File: src/rtl/alu_seq_pkg.sv
// rtl/alu_seq_pkg.sv - shared opcode/state encodings and response entry layout
package alu_seq_pkg;

  localparam int DEFAULT_FIFO_DEPTH = 4;
  localparam int RSP_W              = 5;

  typedef enum logic [1:0] {
    OP_ADD = 2'b00,
    OP_SUB = 2'b01,
    OP_AND = 2'b10,
    OP_XOR = 2'b11
  } op_e;

  typedef enum logic [1:0] {
    IDLE = 2'd0,
    EXEC = 2'd1,
    WB   = 2'd2
  } state_e;

  // Response entry as stored in the FIFO, MSB first: result, carry, tag.
  typedef struct packed {
    logic [1:0] result;
    logic       carry;
    logic [1:0] tag;
  } rsp_t;

endpackage

File: src/rtl/alu_rsp_fifo.sv
// rtl/alu_rsp_fifo.sv - response buffer with occupancy count
module alu_rsp_fifo
  import alu_seq_pkg::*;
#(
  parameter int DEPTH = DEFAULT_FIFO_DEPTH,
  parameter int WIDTH = RSP_W
) (
  input  logic                     clk,
  input  logic                     rst_n,
  input  logic                     push,
  input  logic [WIDTH-1:0]         push_data,
  input  logic                     pop,
  output logic [WIDTH-1:0]         pop_data,
  output logic                     empty,
  output logic [$clog2(DEPTH):0]   count
);

  localparam int AW = $clog2(DEPTH);

  logic [WIDTH-1:0] mem [DEPTH];
  logic [AW-1:0]    wr_ptr;
  logic [AW-1:0]    rd_ptr;
  logic             full;
  logic             do_push;
  logic             do_pop;

  assign empty    = (count == '0);
  assign full     = (count == (AW+1)'(DEPTH));
  // Guarded so a push into a full FIFO or a pop of an empty one is a no-op.
  assign do_push  = push && !full;
  assign do_pop   = pop && !empty;
  assign pop_data = mem[rd_ptr];

  // Storage write; contents are don't-care while the entry is unoccupied.
  always_ff @(posedge clk) begin
    if (do_push) mem[wr_ptr] <= push_data;
  end

  // Pointers wrap naturally because DEPTH is a power of two.
  always_ff @(posedge clk or negedge rst_n) begin
    if (!rst_n) begin
      wr_ptr <= '0;
      rd_ptr <= '0;
      count  <= '0;
    end else begin
      if (do_push) wr_ptr <= wr_ptr + 1'b1;
      if (do_pop)  rd_ptr <= rd_ptr + 1'b1;
      case ({do_push, do_pop})
        2'b10:   count <= count + 1'b1;
        2'b01:   count <= count - 1'b1;
        default: count <= count;
      endcase
    end
  end

endmodule

File: src/rtl/alu_seq_ctrl.sv
// rtl/alu_seq_ctrl.sv - sequences one request at a time through an external 2-bit ALU
module alu_seq_ctrl
  import alu_seq_pkg::*;
#(
  parameter int FIFO_DEPTH = DEFAULT_FIFO_DEPTH
) (
  input  logic       clk,
  input  logic       rst_n,
  input  logic       req_valid,
  output logic       req_ready,
  input  logic [1:0] req_a,
  input  logic [1:0] req_b,
  input  logic [1:0] req_op,
  input  logic [1:0] req_tag,
  output logic [1:0] alu_a,
  output logic [1:0] alu_b,
  output logic [1:0] alu_sel,
  input  logic [1:0] alu_result,
  input  logic       alu_carry,
  output logic       rsp_valid,
  input  logic       rsp_ready,
  output logic [1:0] rsp_result,
  output logic       rsp_carry,
  output logic [1:0] rsp_tag,
  output logic [7:0] op_count
);

  localparam int CW = $clog2(FIFO_DEPTH) + 1;

  state_e        state;
  logic          run_q;
  logic [1:0]    tag_q;
  logic          accept;
  logic          push;
  logic          pop;
  logic          fifo_empty;
  logic [CW-1:0] fifo_count;
  rsp_t          push_entry;
  rsp_t          head;

  // run_q keeps req_ready low through reset and for the release edge itself.
  assign req_ready  = run_q && (state == IDLE) && (fifo_count < CW'(FIFO_DEPTH));
  assign accept     = req_valid && req_ready;
  assign push       = (state == WB);
  assign push_entry = '{result: alu_result, carry: alu_carry, tag: tag_q};
  assign rsp_valid  = !fifo_empty;
  assign pop        = rsp_valid && rsp_ready;
  assign rsp_result = head.result;
  assign rsp_carry  = head.carry;
  assign rsp_tag    = head.tag;

  // Enable request acceptance from the first clock edge after reset release.
  always_ff @(posedge clk or negedge rst_n) begin
    if (!rst_n) run_q <= 1'b0;
    else        run_q <= 1'b1;
  end

  // Sequencer: latch operands on accept, one ALU settle cycle, then write back.
  always_ff @(posedge clk or negedge rst_n) begin
    if (!rst_n) begin
      state    <= IDLE;
      alu_a    <= '0;
      alu_b    <= '0;
      alu_sel  <= '0;
      tag_q    <= '0;
      op_count <= '0;
    end else begin
      case (state)
        IDLE: begin
          if (accept) begin
            alu_a   <= req_a;
            alu_b   <= req_b;
            alu_sel <= req_op;
            tag_q   <= req_tag;
            state   <= EXEC;
          end
        end
        EXEC: state <= WB;
        WB: begin
          op_count <= op_count + 8'd1;
          state    <= IDLE;
        end
        default: state <= IDLE;
      endcase
    end
  end

  alu_rsp_fifo #(
    .DEPTH (FIFO_DEPTH),
    .WIDTH (RSP_W)
  ) u_fifo (
    .clk       (clk),
    .rst_n     (rst_n),
    .push      (push),
    .push_data (push_entry),
    .pop       (pop),
    .pop_data  (head),
    .empty     (fifo_empty),
    .count     (fifo_count)
  );

endmodule
File: config.mk
export PLATFORM = sky130hd
export DESIGN_NAME = alu_seq_ctrl
export DESIGN_NICKNAME = d
export VERILOG_FILES = /design/src/rtl/alu_seq_pkg.sv /design/src/rtl/alu_rsp_fifo.sv /design/src/rtl/alu_seq_ctrl.sv
export SDC_FILE = /design/constraint.sdc
export NUM_CORES = 1
export LEC_CHECK = 0
export ABC_CLOCK_PERIOD_IN_PS = 3000
export CAP_MARGIN = 10
export CORE_UTILIZATION = 51
export DETAILED_ROUTE_END_ITERATION = 10
export PLACE_DENSITY = 0.79
export SETUP_SLACK_MARGIN = 0.05
export SLEW_MARGIN = 25
export SYNTH_ARGS = -nofsm -noshare
export SYNTH_HDL_FRONTEND = slang
export SYNTH_HIERARCHICAL = 1
export SYNTH_SLANG_ARGS = --single-unit
File: constraint.sdc
create_clock -name clk -period 3 [get_ports clk]
set_input_delay 0.9 -clock clk [delete_from_list [all_inputs] [get_ports clk]]
set_output_delay 0.9 -clock clk [all_outputs]
set_load 0.01 [all_outputs]
==> metrics.md <==
| Metric | Value |
|---|---|
| Slowest cell on crit path | `dfrtp_1` |
| Post-synth top cells | `26 x dfrtp_1, 20 x edfxtp_1, 9 x mux2_2` |
| Logic pwr share | `between 30% and 40%` |
| Min-delay src | `op_count[7]` |
| Netlist cell types | `30` |
| Drt via density | `5.05` |
| Syn Inst Count | `120` |
| Crit. Startpoint | `u_fifo/rd_ptr[0]` |
| Fin crit share | `between 90 and 100%` |
| PnR Total Power | `~0.0021 W` |
| Synth Register Bits | `46` |
| Die ar. | `4060 um2` |
| WP data required | `roughly 2.1 ns` |
| Setup crit end kind | `primary output` |
| Layout area overhead | `24.8%` |
| Hold path depth | `1` |
| Die Y | `about 64 um` |
| P_int | `~0.0014 W` |
| Cell Chain, Critical Path | `mux4_2 > clkdlybuf4s50_1` |
| Clock sink total | `between 40 and 50` |
| Worst r2r src | `state[1]` |
| Reg power frac | `47.4%` |
| Maxcap violations | `0` |
| Final hold viol count | `0` |
| Cts bufs inserted | `5` |
| Clock Power Share | `~17%` |
| Post-CTS Resized | `0` |
| LEAKAGE | `just under 1 nW` |
| Critical Path Max Stage Delay | `0.58 ns` |
| Wire per inst | `between 10 and 15 um` |
| WS Path Type | `reg2out` |
| CP max FO | `7` |
| Core area | `3660 um2` |
| Outcome | `finished clean` |
| Primary FF master, synth | `dfrtp_1` |
| Async set or reset register ratio after synthesis | `between 50 and 60%` |
| Hold Buf Count CTS | `0` |
| Later-pin clock latency in the skew report | `about 0.30 ns` |
| Max Clk Rate | `0.355 GHz` |
| Number of synthesized flops with an enable pin | `20` |
| FF-to-FF path depth | `10` |
| Total Routing Usage GR | `18.4%` |
| Register area share after synthesis | `~64%` |
| Max Root-Sink Buffers | `2` |
| CTS tree | `built` |
| Final Max Slew Viols | `0` |
| Critical path launch point type | `flip-flop` |
| Area contributors post-synth | `dfrtp_1 34%, edfxtp_1 31%, mux4_2 5.8%` |
| Drt total wl | `around 3.1 mm` |
| Setup Fix Bufs, Post-CTS | `0` |
| Switch Pwr | `approximately 0.00067 W` |
| DRC viols | `0` |
| Highest routed layer | `met4` |
| Worst hold endpoint | `op_count[7]` |
| Share of cells above drive strength 1 | `a little under a fifth` |
| # diodes | `0` |
| Final ANT Viol Nets | `0` |
| Largest area contributor in the netlist | `dfrtp_1` |
| Final min period | `approximately 2.8 ns` |
| Vias in the first global route | `between 1000 and 1500` |
| Final setup viols | `0` |
| Global placement routability congestion | `between 0.7 and 0.8` |
| Number of port buffers | `35` |
| Grt ovf | `0` |
| Setup Skew | `around 0.0075 ns` |
| Worst hold path type | `reg2reg` |
| Met2 WL | `between 1.5 and 2 mm` |
| # IOs | `36` |
| Antenna violations before repair | `0` |
| Mapped cell area | `around 1900 um2` |
| Post-synthesis average cell area | `~16 um2` |
| FP Rows | `22` |
| Worst reg2reg path endpoint | `u_fifo/count[2]` |
| Nets | `182` |
| First-pass GRT wire length | `roughly 5.4 mm` |
| Sw Ratio | `between 30% and 40%` |
| Power Dens Cells | `slightly below 900 nW/um2` |
| Starting Density | `53.0%` |
| CTS root buf | `clkbuf_8` |
| Htree depth | `2` |
| Setup TNS | `0 ns` |
| Peak supply drop | `approximately 0.56 mV` |
| Vias | `1056` |
| Worst reg-to-reg setup slack | `0.63 ns` |
| RSZ-0062 raised after global routing | `no` |
| DRT iter0 DRCs | `27` |
| Synthesized Nets | `between 100 and 150` |
| Met1 WL | `roughly 1.3 mm` |
| DRT Pass-1 Iters | `4` |
| Die width | `approximately 64 um` |
| Most numerous cell in the Yosys netlist | `dfrtp_1` |
| Post-synth top area share | `around a third` |
| CP arrival | `between 1.5 and 2 ns` |
| Yosys warns | `6` |
| Largest net degree at the start of global routing | `27` |
| DPL Wire Length | `2.28 mm` |
| Worst-path clk slew | `0.08 ns` |
| Met3 wire len | `roughly 180 um` |
final cells by class:
| class | instances | area [um2] |
|---|---|---|
| Multi-Input combinational cell | 62 | 636 |
| Clock buffer | 6 | 72.6 |
| Clock inverter | 2 | 10.0 |
| Inverter | 9 | 33.8 |
| Sequential cell | 46 | 1250 |
| Fill cell | 278 | 1240 |
| Tap cell | 48 | 60.1 |
| Timing Repair Buffer | 36 | 358 |
metrics by stage:
stage	cells	instance area (um2)	hold slack (ns)	utilization, %	worst slack, ns
4_1_cts	209	2420	0.483	66.1	0.145
3_5_place_dp	201	2340	0.465	63.9	0.159
2_1_floorplan	120	1940	0.471	-	0.776
5_1_grt	209	2420	0.507	66.1	0.0885
3_3_place_gp	201	2340	0.459	63.9	0.298
6_report	209	2420	0.480	66.1	0.183
kinds of logic after synthesis:
kind of cell	share of synthesized area, %
flip-flops	64.5
AND/OR/NAND/NOR	7.87
multiplexers	12.3
XOR/XNOR	5.87
buffers and inverters	2.77
adder cells (fa/ha/maj)	4.90
AO/OA/AOI/OAI	1.61
other	0.193
placed cells by master, fill, tap and decap left out, types with 4 or more instances in the layout:
cell type and instances:
inv_1 7, edfxtp_1 20, dfrtp_1 26, xnor2_1 6, mux2_2 9, xor2_1 7
mux4_2 5, clkdlybuf4s50_1 35, clkbuf_8 5, and2_1 4, ha_1 6
flip-flops by register name (all words and copies together) (netlist names):
name,count
tag_q,2
u_fifo/rd_ptr,2
run_q,1
u_fifo/count,3
alu_a,2
u_fifo/wr_ptr,2
u_fifo/mem,20
state,2
alu_b,2
op_count,8
alu_sel,2
worst max-delay path by stage:
| stage | to | slack [ns] | cells past startpoint |
|---|---|---|---|
| 4_1_cts | rsp_result[1] | 0.14 | 2 |
| 2_1_floorplan | u_fifo/count[2] | 0.78 | 8 |
| 6_report | rsp_tag[1] | 0.18 | 2 |
| 5_1_grt | rsp_result[1] | 0.09 | 2 |
| 3_3_place_gp | u_fifo/count[2] | 0.30 | 9 |
| 3_5_place_dp | u_fifo/count[2] | 0.16 | 9 |
per-layer routing:
layer | up-vias | global-route usage [%]
met1 | 525 | 21.1
met4 | 0 | 7.67
met5 | - | 0
met3 | 8 | 7.25
met2 | 27 | 30.3
li1 | 496 | -
power groups by stage:
stage               sequential, W  clock [W]  combinational (W)
floorplan                0.000975          0           0.000459
global placement         0.000997          0           0.000722
detailed placement        0.00101          0           0.000755
CTS                       0.00100   0.000366           0.000762
global route              0.00102   0.000389           0.000822
finish                   0.000998   0.000355           0.000754
worst max-delay path, delay by kind of cell, from the launching register on:
family | cells | cell delay [ns]
buffers and inverters | 1 | 0.49
DFF | 1 | 0.58
muxes | 1 | 0.55
(Power assumes the default switching activity.)
